===== src/rtl/cxd2545_pkg.sv =====
// Shared types and constants for the CXD2545 serial command link (CLK/DATA/XLAT/SENS).
package cxd2545_pkg;

  localparam int unsigned CXD_CLK_DIV     = 4;
  localparam int unsigned CXD_MAX_BITS    = 24;
  localparam int unsigned CXD_XLAT_LEN    = 4;
  localparam int unsigned CXD_SENS_DELAY  = 8;
  localparam int unsigned CXD_LEN_W       = 5;
  localparam int unsigned CXD_DEFAULT_LEN = 8;

  typedef enum logic [2:0] {
    ST_IDLE,
    ST_LOW,
    ST_HIGH,
    ST_LATCH,
    ST_SETTLE,
    ST_CAPTURE
  } cxd_state_e;

  // Registered pin bundle driven toward the DSP
  typedef struct packed {
    logic clk;
    logic data;
    logic xlat;
  } cxd_pins_t;

  localparam cxd_pins_t CXD_PINS_IDLE = '{clk: 1'b1, data: 1'b0, xlat: 1'b1};

  // SENS select nibble: the last four bits shifted out of a command word
  localparam logic [3:0] CXD_SEL_FOCUS     = 4'h0;
  localparam logic [3:0] CXD_SEL_TRACKING  = 4'h1;
  localparam logic [3:0] CXD_SEL_TRK_MODE  = 4'h2;
  localparam logic [3:0] CXD_SEL_SELECT    = 4'h3;
  localparam logic [3:0] CXD_SEL_AUTO_SEQ  = 4'h4;
  localparam logic [3:0] CXD_SEL_BLIND_BRK = 4'h5;
  localparam logic [3:0] CXD_SEL_KICK      = 4'h6;
  localparam logic [3:0] CXD_SEL_TRK_CNT   = 4'h7;
  localparam logic [3:0] CXD_SEL_MODE      = 4'h8;
  localparam logic [3:0] CXD_SEL_CLV       = 4'hE;

  // Effective frame length: zero means a default byte, oversize clamps to the word width
  function automatic int unsigned cxd_eff_len(input logic [CXD_LEN_W-1:0] len,
                                              input int unsigned max_bits);
    int unsigned n;
    n = (len == '0) ? CXD_DEFAULT_LEN : 32'(len);
    if (n > max_bits) n = max_bits;
    return n;
  endfunction

endpackage


===== src/rtl/cxd2545_bit_timer.sv =====
// Loadable down-counter; o_tc_c is high while the count sits at zero.
module cxd2545_bit_timer
  import cxd2545_pkg::*;
#(
  parameter int unsigned W = 4
) (
  input  logic         sclk,
  input  logic         rst_n,
  input  logic         i_load,
  input  logic [W-1:0] i_load_val,
  output logic         o_tc_c
);

  logic [W-1:0] r_cnt;

  always_ff @(posedge sclk or negedge rst_n) begin
    if (!rst_n) begin
      r_cnt <= '0;
    end else if (i_load) begin
      r_cnt <= i_load_val;
    end else if (r_cnt != '0) begin
      r_cnt <= r_cnt - W'(1);
    end
  end

  // Loading N-1 on entry makes the owning state last exactly N cycles
  assign o_tc_c = (r_cnt == '0);

endmodule


===== src/rtl/cxd2545_cmd_tx.sv =====
// CXD2545 serial command master: shifts a word out LSB first, pulses XLAT, then samples SENS.
module cxd2545_cmd_tx
  import cxd2545_pkg::*;
#(
  parameter int unsigned CLK_DIV    = CXD_CLK_DIV,
  parameter int unsigned MAX_BITS   = CXD_MAX_BITS,
  parameter int unsigned XLAT_LEN   = CXD_XLAT_LEN,
  parameter int unsigned SENS_DELAY = CXD_SENS_DELAY
) (
  input  logic                 sclk,
  input  logic                 rst_n,
  input  logic                 cmd_valid,
  output logic                 cmd_ready,
  input  logic [MAX_BITS-1:0]  cmd_data,
  input  logic [CXD_LEN_W-1:0] cmd_len,
  output logic                 busy,
  output logic                 sens_valid,
  output logic                 sens_value,
  output logic                 cx_clk,
  output logic                 cx_data,
  output logic                 cx_xlat,
  input  logic                 cx_sens
);

  localparam int unsigned TMR_MAX_A = (CLK_DIV > XLAT_LEN) ? CLK_DIV : XLAT_LEN;
  localparam int unsigned TMR_MAX   = (TMR_MAX_A > SENS_DELAY) ? TMR_MAX_A : SENS_DELAY;
  localparam int unsigned TMR_W     = (TMR_MAX > 1) ? $clog2(TMR_MAX) : 1;
  localparam int unsigned CNT_W     = $clog2(MAX_BITS + 1);

  cxd_state_e           r_state;
  cxd_state_e           w_next;
  logic [MAX_BITS-1:0]  r_shift;
  logic [CNT_W-1:0]     r_bits;
  logic                 r_cmd_ready;
  logic                 r_busy;
  logic                 r_sens_valid;
  logic                 r_sens_value;
  logic                 r_sens_meta;
  logic                 r_sens_sync;
  cxd_pins_t            r_pins;
  cxd_pins_t            w_pins;
  logic                 w_accept;
  logic                 w_tmr_load;
  logic [TMR_W-1:0]     w_tmr_val;
  logic                 w_tc;
  logic                 w_last_bit;
  logic                 w_shift_en;

  assign w_accept   = cmd_valid & r_cmd_ready;
  assign w_last_bit = (r_bits <= CNT_W'(1));
  assign w_shift_en = (r_state == ST_HIGH) && w_tc;

  cxd2545_bit_timer #(
    .W (TMR_W)
  ) u_timer (
    .sclk       (sclk),
    .rst_n      (rst_n),
    .i_load     (w_tmr_load),
    .i_load_val (w_tmr_val),
    .o_tc_c     (w_tc)
  );

  always_ff @(posedge sclk or negedge rst_n) begin
    if (!rst_n) begin
      r_state <= ST_IDLE;
    end else begin
      r_state <= w_next;
    end
  end

  // Next state, interval reload and the pin levels belonging to the current state
  always_comb begin
    w_next     = r_state;
    w_tmr_load = 1'b0;
    w_tmr_val  = '0;
    w_pins     = CXD_PINS_IDLE;
    unique case (r_state)
      ST_IDLE: begin
        if (w_accept) begin
          w_next     = ST_LOW;
          w_tmr_load = 1'b1;
          w_tmr_val  = TMR_W'(CLK_DIV - 1);
        end
      end
      ST_LOW: begin
        w_pins.clk  = 1'b0;
        w_pins.data = r_shift[0];
        if (w_tc) begin
          w_next     = ST_HIGH;
          w_tmr_load = 1'b1;
          w_tmr_val  = TMR_W'(CLK_DIV - 1);
        end
      end
      ST_HIGH: begin
        w_pins.data = r_shift[0];
        if (w_tc) begin
          w_tmr_load = 1'b1;
          if (w_last_bit) begin
            w_next    = ST_LATCH;
            w_tmr_val = TMR_W'(XLAT_LEN - 1);
          end else begin
            w_next    = ST_LOW;
            w_tmr_val = TMR_W'(CLK_DIV - 1);
          end
        end
      end
      ST_LATCH: begin
        w_pins.xlat = 1'b0;
        if (w_tc) begin
          w_next     = ST_SETTLE;
          w_tmr_load = 1'b1;
          w_tmr_val  = TMR_W'(SENS_DELAY - 1);
        end
      end
      ST_SETTLE: begin
        if (w_tc) begin
          w_next = ST_CAPTURE;
        end
      end
      ST_CAPTURE: begin
        w_next = ST_IDLE;
      end
      default: begin
        w_next = ST_IDLE;
      end
    endcase
  end

  // Command word and remaining-bit count
  always_ff @(posedge sclk or negedge rst_n) begin
    if (!rst_n) begin
      r_shift <= '0;
      r_bits  <= '0;
    end else if (w_accept) begin
      r_shift <= cmd_data;
      r_bits  <= CNT_W'(cxd_eff_len(cmd_len, MAX_BITS));
    end else if (w_shift_en) begin
      r_shift <= r_shift >> 1;
      r_bits  <= r_bits - CNT_W'(1);
    end
  end

  // SENS is asynchronous to sclk; the synchronizer runs regardless of state
  always_ff @(posedge sclk or negedge rst_n) begin
    if (!rst_n) begin
      r_sens_meta <= 1'b0;
      r_sens_sync <= 1'b0;
    end else begin
      r_sens_meta <= cx_sens;
      r_sens_sync <= r_sens_meta;
    end
  end

  // Output registers trail the state by one cycle so every pin is a clean flop output
  always_ff @(posedge sclk or negedge rst_n) begin
    if (!rst_n) begin
      r_pins       <= CXD_PINS_IDLE;
      r_cmd_ready  <= 1'b1;
      r_busy       <= 1'b0;
      r_sens_valid <= 1'b0;
      r_sens_value <= 1'b0;
    end else begin
      r_pins       <= w_pins;
      r_cmd_ready  <= (r_state == ST_IDLE) && !w_accept;
      r_busy       <= !((r_state == ST_IDLE) && !w_accept);
      r_sens_valid <= (r_state == ST_CAPTURE);
      if (r_state == ST_CAPTURE) begin
        r_sens_value <= r_sens_sync;
      end
    end
  end

  assign cmd_ready  = r_cmd_ready;
  assign busy       = r_busy;
  assign sens_valid = r_sens_valid;
  assign sens_value = r_sens_value;
  assign cx_clk     = r_pins.clk;
  assign cx_data    = r_pins.data;
  assign cx_xlat    = r_pins.xlat;

endmodule


===== config.mk =====
export PLATFORM = sky130hd
export DESIGN_NAME = cxd2545_cmd_tx
export DESIGN_NICKNAME = d
export VERILOG_FILES = /design/src/rtl/cxd2545_pkg.sv /design/src/rtl/cxd2545_bit_timer.sv /design/src/rtl/cxd2545_cmd_tx.sv
export SDC_FILE = /design/constraint.sdc
export NUM_CORES = 1
export LEC_CHECK = 0
export CAP_MARGIN = 0
export CORE_AREA = 2 2 70 72
export CTS_CLUSTER_SIZE = 10
export DETAILED_ROUTE_END_ITERATION = 16
export DIE_AREA = 0 0 72 74
export GPL_TIMING_DRIVEN = 0
export PLACE_DENSITY = 0.76
export SLEW_MARGIN = 10
export SYNTH_ARGS = -nofsm -noshare
export SYNTH_HDL_FRONTEND = slang
export SYNTH_SLANG_ARGS = --single-unit

===== constraint.sdc =====
create_clock -name sclk -period 4.79 [get_ports sclk]
set_input_delay 1.1975 -clock sclk [delete_from_list [all_inputs] [get_ports sclk]]
set_output_delay 1.1975 -clock sclk [all_outputs]
set_load 0.01 [all_outputs]

==> After elaboration in Yosys (flattened, before gate mapping) <==
Cells that the tools add are included.
Widths: inputs -> output; s select.
{ "totals": {"regBits": 44, "wordCells": 66} }
{ "op_classes": {"add_sub_neg": 2, "order_cmp": 2, "n_eq_ne": 10, "n_mux": 25, "n_bitwise": 1, "n_reduce_logical": 13} }
{ "ops": {"columns": ["operator", "n"], "rows": [
  ["$mux 24", 2],
  ["$mux 3", 8],
  ["$mux 5", 4],
  ["$pmux 3 s5", 1],
  ["$ne 2x2->1 const B", 5],
  ["$pmux 3 s3", 1],
  ["$eq 3x2->1 const B", 2],
  ["$eq 3x3->1 const B", 2],
  ["$logic_not 3->1", 2],
  ["$mux 2", 3],
  ["$gt 5x5->1 const B", 1],
  ["$le 5x1->1 const B", 1],
  ["$logic_not 5->1", 1],
  ["$mux 1", 5],
  ["$reduce_and 5->1", 1],
  ["$sub 5x1->5 const B", 1],
  ["$reduce_bool 2->1", 2],
  ["$eq 3x1->1 const B", 1],
  ["$reduce_bool 3->1", 1],
  ["$reduce_or 3->1", 1],
  ["$sub 3x1->3 const B", 1],
  ["$logic_and 1x1->1", 2],
  ["$logic_not 1->1", 2],
  ["$pmux 1 s2", 1],
  ["2 further kinds", 2]
]} }

==> Depth between registers and ports, before layout <==
Gate-level depths: netlist of run 1.
{ "depth": {"depth_word": 5, "ltp_mapped": 7, "mapped_depth_nobuf": 5} }

==> By module <==
Synthesis of run 1 repeated with hierarchy kept, for this count alone.
{ "unflattened": {"hier_cells": 235, "hier_area_um2": 2301.0} }
{ "by_module_without_submodules": {"columns": ["mod", "n_inst", "cells_each", "area_each_um2", "seq_area_each_um2"], "rows": [
  ["cxd2545_cmd_tx", 1, 214, 2100.8, 1029.7],
  ["cxd2545_bit_timer", 1, 21, 200.2, 75.1]
]} }

==> Worst setup path before layout of run 1 <==
Ideal clock, no wire load.
{ "synth_path": {"kind": "input to register", "startpoint": "input cmd_valid", "endpoint": "register r_shift[12]", "arrival_ns": 2.136, "required_time_ns": 4.703, "setup_slack_ns": 2.567, "stages": 6, "cell_sequence": "and2_1 clkbuf_1 buf_2 clkbuf_1 nand2_1 o211ai_1"} }
{ "synth_via": {"elab_chain_cells": 2} }
{ "synth_rtl": {"columns": ["item", "line", "source"], "rows": [
  ["start, declared", "cxd2545_cmd_tx.sv:12", "input logic cmd_valid,"],
  ["$and 1x1->1 (*)", "cxd2545_cmd_tx.sv:49", "assign w_accept = cmd_valid & r_cmd_ready;"],
  ["$mux 24 / $reduce_bool 2->1 (equally long branches)", null, null],
  ["end signal, assigned", "cxd2545_cmd_tx.sv:135", "r_shift <= cmd_data;"],
  ["end signal, assigned", "cxd2545_cmd_tx.sv:138", "r_shift <= r_shift >> 1;"],
  ["end, declared", "cxd2545_cmd_tx.sv:32", "logic [MAX_BITS-1:0] r_shift;"]
]} }
Mark *: on every way between the ends. The rest lies on a longest branch, timed or not.
A chain may end at the register's enable or synchronous reset.

==> Worst setup path in the final report of run 1 <==
{ "layout_path": {"startpoint": "input cmd_valid", "endpoint": "register r_shift[16]"} }
The elaborated chain is that of the path after synthesis.

==> results.py, run 1 <==
metrics = {
    "drt": {
        "route.detailed.drc": 0,
        "firstDrtPassIters": 4,
        "ant_nets": 0,
        "drt_iter0_drc": 136,
        "vias": 1929,
        "post_drt_wl_per_cell_um": 14.5,
        "vias_per_cell": 5.71,
        "postRouteWirelength_um": 4890,
    },
    "final_layout": {
        "fillCellCount": 425,
        "n_antenna_cell": 0,
        "final_layout_size_suffix_gt1_share_pct": 8.10,
        "final_core_util_pct": 60.2,
        "seq_area_um2": 1100,
        "multi_input_area_um2": 963,
        "nets": 320,
        "area_growth_pct": 26.1,
    },
    "global_route": {
        "grt_pass1_wl_um": 8380,
        "grt_overflow": 0,
        "first_global_vias": 1869,
        "grt_antenna_before_repair": 0,
        "grt_use_total_pct": 19.8,
        "grt_max_degree": 24,
    },
    "clock_network": {
        "cts.sinks": 44,
        "cts_tree": "built",
        "post_cts_buffers": 0,
        "clock_latency_ns": 0.30,
        "htree_levels": 2,
        "root_buffer": "clkbuf_8",
        "cts-hold-fix-buffers": 0,
        "cts_resized": 0,
        "path_clk_slew_ns": 0.08,
        "max-clock-path-buffers": 2,
        "cts_made_buffers": 5,
    },
    "floorplan": {
        "initial_utilization_pct": 47.8,
        "die_h_um": 74,
        "io_pins": 40,
        "coreArea_um2": 4600,
        "die-area_um2": 5330,
        "row_count": 25,
        "die_x_um": 72,
    },
    "sta": {
        "final-max-slew-violation-count": 0,
        "hold_viol_final": 0,
        "fmaxAchievable_ghz": 0.361,
        "finClkSkew_ns": 0.00599,
        "layout_min_cycle_time_ns": 2.77,
        "fin_ws_ns": 2.02,
        "setup_viol": 0,
        "period_share_pct": 57.8,
        "rsz0062_at_grt": "no",
        "relSlewSlack_pct": 64.7,
        "finalSetupTns_ns": 0,
        "tightest_slew_ns": 0.529,
    },
    "logic_synthesis": {
        "synthArstFlopShare_pct": 100,
        "synth_area_um2": 2200,
        "synth_nets": 273,
        "syn_area_per_cell_um2": 9.30,
        "ys_ff_latch": 44,
        "synth_enable_flop_cells": 0,
        "synthFlopType": "dfrtp_1",
        "yosys.area.top_type": "dfrtp_1",
        "postSynthCellCount": 236,
        "ys_seq_area_share_pct": 50.3,
        "yosys_warnings": 0,
        "yosys.area.top_type_share_pct": 46.7,
        "synthTopCellsByArea": "dfrtp_1 (47%), nand2_1 (9.6%), o211ai_1 (8.2%)",
        "synth.distinct_cells": 45,
    },
    "placement": {
        "gp_congestion": 0.840,
        "hpwl_um": 3460,
        "dp_slack_ns": 1.71,
        "io_buffers": 39,
    },
    "power_and_ir_drop": {
        "p_leak_nw": 1.11,
        "p_per_area_nw_per_um2": 235,
        "ir_worst_vdd_uv": 151,
    },
    "min_path": {
        "min_path_type": "flip-flop to flip-flop",
    },
    "worst_setup_path": {
        "critPathRequiredTime_ns": 5.00,
        "critPathLaunchType": "input pin",
        "crit_type": "input pin to flip-flop",
        "timing.reg2reg.setup_slack_ns": 2.86,
        "crit_arrival_ns": 2.98,
        "cp-end-kind": "flip-flop",
        "crit_fanout": 10,
    },
    "job": {
        "cap_violations": 0,
    },
    "outcome": {
        "outcome": "finished, final reports clean",
    },
}
-- kinds of logic (layout without fill, tap and decap cells) --
group,count (synthesis),count (layout),share of synthesized area (%)
and+or+nand+nor,108,108,24.3
AOI/OAI and AO/OA,47,47,16.0
DFF,44,44,50.3
buffers and inverters,30,78,5.81
adders and majority gates,4,4,2.28
muxes,2,2,0.969
xor gates and xnor gates,1,1,0.399
-- layer usage --
layer  GRT usage [%]  vias up  wire length, um
met5               0        -                0
met4            6.29        0               80
met3            4.34        7              192
met2            31.2       42             2230
met1            27.8      932             2380
li1                -      948                -
-- cells in the mapped netlist, types with 3 or more instances --
master,instances
inv_1,9
nand4_1,25
o211ai_1,24
nand3b_1,3
clkbuf_1,10
nand2_1,56
o21ai_0,3
a31oi_1,3
o31ai_1,4
nor2_1,4
buf_1,4
dfstp_2,3
buf_2,5
nor2b_1,3
dfrtp_1,41
ha_1,4
-- worst paths after layout --
path                                  start               end  cells after the start
worst min register to register  r_sens_meta       r_sens_sync                      0
min in group asynchronous             rst_n         r_bits[3]                      1
max in group asynchronous             rst_n  u_timer.r_cnt[2]                      2
worst max-delay path              cmd_valid       r_shift[16]                      7
worst max register to register    cmd_ready       r_shift[16]                      6
worst min-delay path            r_sens_meta       r_sens_sync                      0
-- stage by stage --
stage          power, mW  cell area, um2  std cells  hold slack [ns]
6_report           0.649            2770        338            0.353
4_1_cts            0.658            2770        338            0.358
5_1_grt            0.676            2770        338            0.374
3_5_place_dp       0.417            2680        330            0.339
3_3_place_gp       0.415            2650        329            0.336
2_1_floorplan      0.380            2200        236            0.331
-- power by group --
part           internal (mW)  leakage (nW)  switching, mW  total, mW
Clock                  0.115        0.0510          0.125      0.240
Combinational         0.0249         0.489         0.0122     0.0371
Sequential             0.372         0.570       0.000164      0.372
Total                  0.512          1.11          0.137      0.649
-- layout by cell type (no fill, tap or decap), types with 3 or more instances in the layout --
cell             synthesis  final
nor2b_1                  3      3
buf_1                    4      4
clkbuf_1                10     10
o211ai_1                24     24
nor2_1                   4      4
nand2_1                 56     56
dfstp_2                  3      3
a31oi_1                  3      3
inv_1                    9      9
dfrtp_1                 41     41
nand4_1                 25     25
nand3b_1                 3      3
o31ai_1                  4      4
buf_2                    5      6
clkdlybuf4s50_1          0     38
clkbuf_8                 0      6
ha_1                     4      4
o21ai_0                  3      3
-- area by class of cell --
class	count	share of cell area, %
flip-flops and latches	44	39.9
multi-input cells	162	34.8
repair buffers	40	14.9
plain buffers	21	3.39
clock buffers	6	2.98
well taps	54	2.44
inverters	9	1.22
clock inverters	2	0.361
-- flip-flops by register name, summed over array words and instances (netlist names), 3 cells and up --
register       flops
r_state            3
r_bits             5
r_shift           24
u_timer.r_cnt      3
-- critical path: stages --
cell	delay (ns)
clkdlybuf4s50_1	0.48
and2_1	0.12
clkbuf_1	0.30
buf_2	0.29
clkbuf_1	0.38
nand2_1	0.11
o211ai_1	0.09
(Power assumes the default switching activity.)
==> inputs of run 2 (changes only) <==
--- a/config.mk
+++ b/config.mk
@@ -6,10 +6,10 @@
 export NUM_CORES = 1
 export LEC_CHECK = 0
 export CAP_MARGIN = 0
-export CORE_AREA = 2 2 70 72
+export CORE_AREA = 2 2 72 74
 export CTS_CLUSTER_SIZE = 10
 export DETAILED_ROUTE_END_ITERATION = 16
-export DIE_AREA = 0 0 72 74
+export DIE_AREA = 0 0 74 76
 export GPL_TIMING_DRIVEN = 0
 export PLACE_DENSITY = 0.76
 export SLEW_MARGIN = 10
==> constraint.sdc (replaced) <==
create_clock -name sclk -period 2.3 [get_ports sclk]
set_input_delay 0.575 -clock sclk [delete_from_list [all_inputs] [get_ports sclk]]
set_output_delay 0.575 -clock sclk [all_outputs]
set_load 0.01 [all_outputs]
==> results.py, run 2 (synthesis results as in run 1) <==
metrics = {
    "outcome": {
        "outcome": "finished, final reports clean",
    },
    "final_layout": {
        "largestRegisters": "r_shift: 24 flops, r_bits: 5 flops",
        "largest_reg_flops": 24,
        "nets": 320,
        "area_growth_pct": 26.7,
        "layout_commonest_cell": "nand2_1",
        "final_layout_size_suffix_gt1_share_pct": 7.75,
        "layout_common_cells": "nand2_1 (56), dfrtp_1 (41), clkdlybuf4s50_1 (38)",
        "final_area_um2": 2780,
        "regMostFlops": "r_shift",
        "n_antenna_cell": 0,
    },
    "worst_setup_path": {
        "r2r-start": "cmd_ready",
        "r2r_end": "r_shift[20]",
        "crit_arrival_ns": 2.35,
        "critPathRequiredTime_ns": 2.52,
        "timing.reg2reg.setup_slack_ns": 0.40,
        "crit_fanout": 10,
        "reg2reg_depth": 6,
        "crit_type": "input pin to flip-flop",
        "critPathLaunchType": "input pin",
        "crit_end": "r_shift[20]",
        "cp-end-kind": "flip-flop",
        "crit_start": "cmd_valid",
    },
    "drt": {
        "vias_per_cell": 5.35,
        "ant_nets": 0,
        "drt_iter0_drc": 229,
        "postRouteWirelength_um": 4920,
        "vias": 1894,
        "route.detailed.drc": 0,
        "post_drt_wl_per_cell_um": 13.9,
        "firstDrtPassIters": 4,
    },
    "sta": {
        "period_share_pct": 92.7,
        "final-max-slew-violation-count": 0,
        "relSlewSlack_pct": 69.1,
        "layout_min_cycle_time_ns": 2.13,
        "finClkSkew_ns": 0.0105,
        "finalSetupTns_ns": 0,
        "hold_viol_final": 0,
        "setup_viol": 0,
        "fin_ws_ns": 0.168,
        "tightest_slew_ns": 0.462,
        "fmaxAchievable_ghz": 0.469,
        "rsz0062_at_grt": "no",
    },
    "floorplan": {
        "die_x_um": 74,
        "die-area_um2": 5620,
        "io_pins": 40,
        "initial_utilization_pct": 44.7,
        "coreArea_um2": 4910,
        "row_count": 26,
        "die_h_um": 76,
    },
    "clock_network": {
        "htree_levels": 2,
        "max-clock-path-buffers": 2,
        "cts-hold-fix-buffers": 0,
        "cts_resized": 0,
        "path_clk_slew_ns": 0.09,
        "post_cts_buffers": 0,
        "cts_tree": "built",
        "cts.sinks": 44,
        "root_buffer": "clkbuf_8",
        "clock_latency_ns": 0.30,
        "cts_made_buffers": 5,
    },
    "global_route": {
        "grt_antenna_before_repair": 0,
        "grt_use_total_pct": 18.8,
        "grt_max_degree": 29,
        "grt_overflow": 0,
        "grt_pass1_wl_um": 8320,
        "first_global_vias": 1790,
    },
    "placement": {
        "gp_congestion": 0.775,
        "io_buffers": 39,
        "hpwl_um": 3420,
        "dp_slack_ns": -0.135,
        "placed_cell_area_um2": 2690,
    },
    "power_and_ir_drop": {
        "p_per_area_nw_per_um2": 491,
        "ir_worst_vdd_uv": 303,
        "p_leak_nw": 1.10,
        "power.total_mw": 1.37,
    },
    "min_path": {
        "min_path_type": "input pin to asynchronous set/reset pin",
    },
    "job": {
        "cap_violations": 0,
    },
}
run 2: area by class of cell:
type                    count  area [um2]
repair buffers             40         405
multi-input cells         162         963
inverters                   9        33.8
clock inverters             1        7.51
fillers                   459        2130
clock buffers               7        86.3
plain buffers              21        93.8
flip-flops and latches     44        1100
well taps                  70        87.6
run 2: worst min-delay path by stage:
stage,from,depth (start not counted),slack (ns),endpoint
3_5_place_dp,r_sens_meta,0,0.34,r_sens_sync
3_3_place_gp,r_sens_meta,0,0.34,r_sens_sync
2_1_floorplan,rst_n,0,0.28,busy
5_1_grt,rst_n,1,0.21,r_sens_meta
6_report,rst_n,1,0.20,r_shift[13]
4_1_cts,rst_n,1,0.20,r_shift[19]
run 2: worst max-delay path, stage by stage:
cell and delay [ns]:
clkdlybuf4s50_1 0.48, and2_1 0.13, clkbuf_1 0.28, buf_2 0.29, clkbuf_1 0.38, nand2_1 0.11
o211ai_1 0.10
run 2: routing by layer:
| metal | track usage, % | part of all wire [%] |
|---|---|---|
| met1 | 28.0 | 49 |
| met4 | 6.55 | 2.0 |
| met3 | 4.23 | 4.1 |
| met2 | 26.9 | 45 |
| met5 | 0 | 0 |
run 2: power by group:
group          total [mW]  internal (mW)  switching, mW
registers           0.775          0.775       0.000353
clock network       0.515          0.244          0.271
logic              0.0765         0.0506         0.0259
run 2: per-stage QoR:
step	hold WS, ns	cells	utilization (%)
final	0.195	354	56.6
after global routing	0.209	354	56.6
after CTS	0.199	354	56.6
after detailed placement	0.337	346	54.7
after global placement	0.335	345	54.4
after floorplan	0.279	236	-
==> inputs of run 3 (changes only) <==
==> constraint.sdc (replaced) <==
create_clock -name sclk -period 2.3 [get_ports sclk]
set_input_delay 0.69 -clock sclk [delete_from_list [all_inputs] [get_ports sclk]]
set_output_delay 0.69 -clock sclk [all_outputs]
set_load 0.01 [all_outputs]
==> results.py, run 3 (synthesis results as in run 1) <==
metrics = {
    "drt": {
        "firstDrtPassIters": 4,
        "post_drt_wl_per_cell_um": 13.9,
        "drt_iter0_drc": 196,
        "ant_nets": 0,
        "postRouteWirelength_um": 4920,
        "vias": 1907,
        "route.detailed.drc": 0,
        "vias_per_cell": 5.40,
    },
    "final_layout": {
        "n_antenna_cell": 0,
        "largestRegisters": "r_shift: 24 flops, r_bits: 5 flops",
        "layout_common_cells": "nand2_1 (56), dfrtp_1 (41), clkdlybuf4s50_1 (38)",
        "final_layout_size_suffix_gt1_share_pct": 7.77,
        "regMostFlops": "r_shift",
        "layout_commonest_cell": "nand2_1",
        "instances_no_fill": 353,
        "nets": 319,
        "area_growth_pct": 26.6,
        "final_area_um2": 2780,
        "largest_reg_flops": 24,
    },
    "power_and_ir_drop": {
        "power.total_mw": 1.36,
        "ir_worst_vdd_uv": 303,
        "p_leak_nw": 1.10,
        "p_per_area_nw_per_um2": 490,
    },
    "floorplan": {
        "initial_utilization_pct": 44.7,
        "row_count": 26,
        "die_x_um": 74,
        "die-area_um2": 5620,
        "io_pins": 40,
        "die_h_um": 76,
        "coreArea_um2": 4910,
    },
    "global_route": {
        "grt_pass1_wl_um": 8320,
        "grt_use_total_pct": 18.8,
        "grt_overflow": 0,
        "first_global_vias": 1790,
        "grt_antenna_before_repair": 0,
        "grt_max_degree": 29,
    },
    "placement": {
        "io_buffers": 39,
        "gp_congestion": 0.775,
        "placed_cell_area_um2": 2690,
        "place_inst": 346,
        "hpwl_um": 3420,
    },
    "sta": {
        "relSlewSlack_pct": 67.4,
        "rsz0062_at_grt": "no",
        "finClkSkew_ns": 0.00950,
        "final-max-slew-violation-count": 0,
        "tightest_slew_ns": 0.489,
        "fmaxAchievable_ghz": 0.479,
        "finalSetupTns_ns": 0,
        "hold_viol_final": 0,
        "period_share_pct": 90.8,
        "layout_min_cycle_time_ns": 2.09,
        "setup_viol": 0,
    },
    "worst_setup_path": {
        "r2r-start": "u_timer.r_cnt[0]",
        "critPathRequiredTime_ns": 2.51,
        "crit_type": "input pin to flip-flop",
        "crit_arrival_ns": 2.30,
        "cp-end-kind": "flip-flop",
        "r2r_end": "r_shift[9]",
        "crit_fanout": 19,
        "reg2reg_depth": 7,
        "critPathLaunchType": "input pin",
        "timing.reg2reg.setup_slack_ns": 0.46,
    },
    "clock_network": {
        "clock_latency_ns": 0.30,
        "cts_resized": 0,
        "post_cts_buffers": 0,
        "path_clk_slew_ns": 0.08,
        "max-clock-path-buffers": 2,
        "cts_tree": "built",
        "htree_levels": 2,
        "root_buffer": "clkbuf_8",
        "cts.sinks": 44,
        "cts_made_buffers": 5,
    },
    "job": {
        "cap_violations": 0,
    },
    "outcome": {
        "outcome": "finished, final reports clean",
    },
    "min_path": {
        "min_path_type": "input pin to asynchronous set/reset pin",
    },
}
run 3: where the power goes:
group	switching, mW	leakage, nW	internal (mW)
sequential	0.000353	0.570	0.775
combinational	0.0256	0.485	0.0506
clock	0.267	0.0445	0.244
run 3: per-stage QoR:
stage	setup slack (ns)	utilization, %	hold slack, ns
floorplan	0.585	-	0.331
global placement	-0.630	54.4	0.335
detailed placement	-0.250	54.7	0.337
CTS	0.0782	56.6	0.314
global route	0.0943	56.6	0.324
finish	0.211	56.6	0.312
run 3: final cells by class:
class / instances / area (um2)
Timing Repair Buffer: 40 / 405
Inverter: 9 / 33.8
Fill cell: 458 / 2130
Sequential cell: 44 / 1100
Tap cell: 70 / 87.6
Multi-Input combinational cell: 162 / 963
Buffer: 20 / 90.1
Clock inverter: 1 / 7.51
Clock buffer: 7 / 86.3
run 3: worst max path at each step:
stage               from          endpoint  slack [ns]
3_3_place_gp       rst_n        r_shift[6]       -0.63
6_report       cmd_valid  u_timer.r_cnt[1]        0.21
3_5_place_dp   cmd_valid       r_shift[20]       -0.25
4_1_cts        cmd_valid       r_shift[20]        0.08
2_1_floorplan  cmd_valid       r_shift[12]        0.58
5_1_grt        cmd_valid  u_timer.r_cnt[1]        0.09
run 3: timing repair:
| item | CTS | global route |
|---|---|---|
| endpoints found under the setup margin | 0 | 10 |
| hold buffers | 0 | 0 |
| hold endpoints to repair | 0 | 0 |
run 3: layer usage:
layer  part of all wire, %  track usage [%]  up-vias  wire length, um
li1                      -                -      948                -
met1                    48             28.0      908             2380
met2                    45             26.9       42             2230
met3                   4.1             4.23        9              201
met4                   2.0             6.55        0              100
met5                     0                0        -                0
run 3: critical path: stages:
cell and delay (ns):
clkdlybuf4s50_1 0.48, and2_1 0.13, clkbuf_1 0.28, buf_2 0.40
mux2i_1 0.13, o221ai_1 0.19
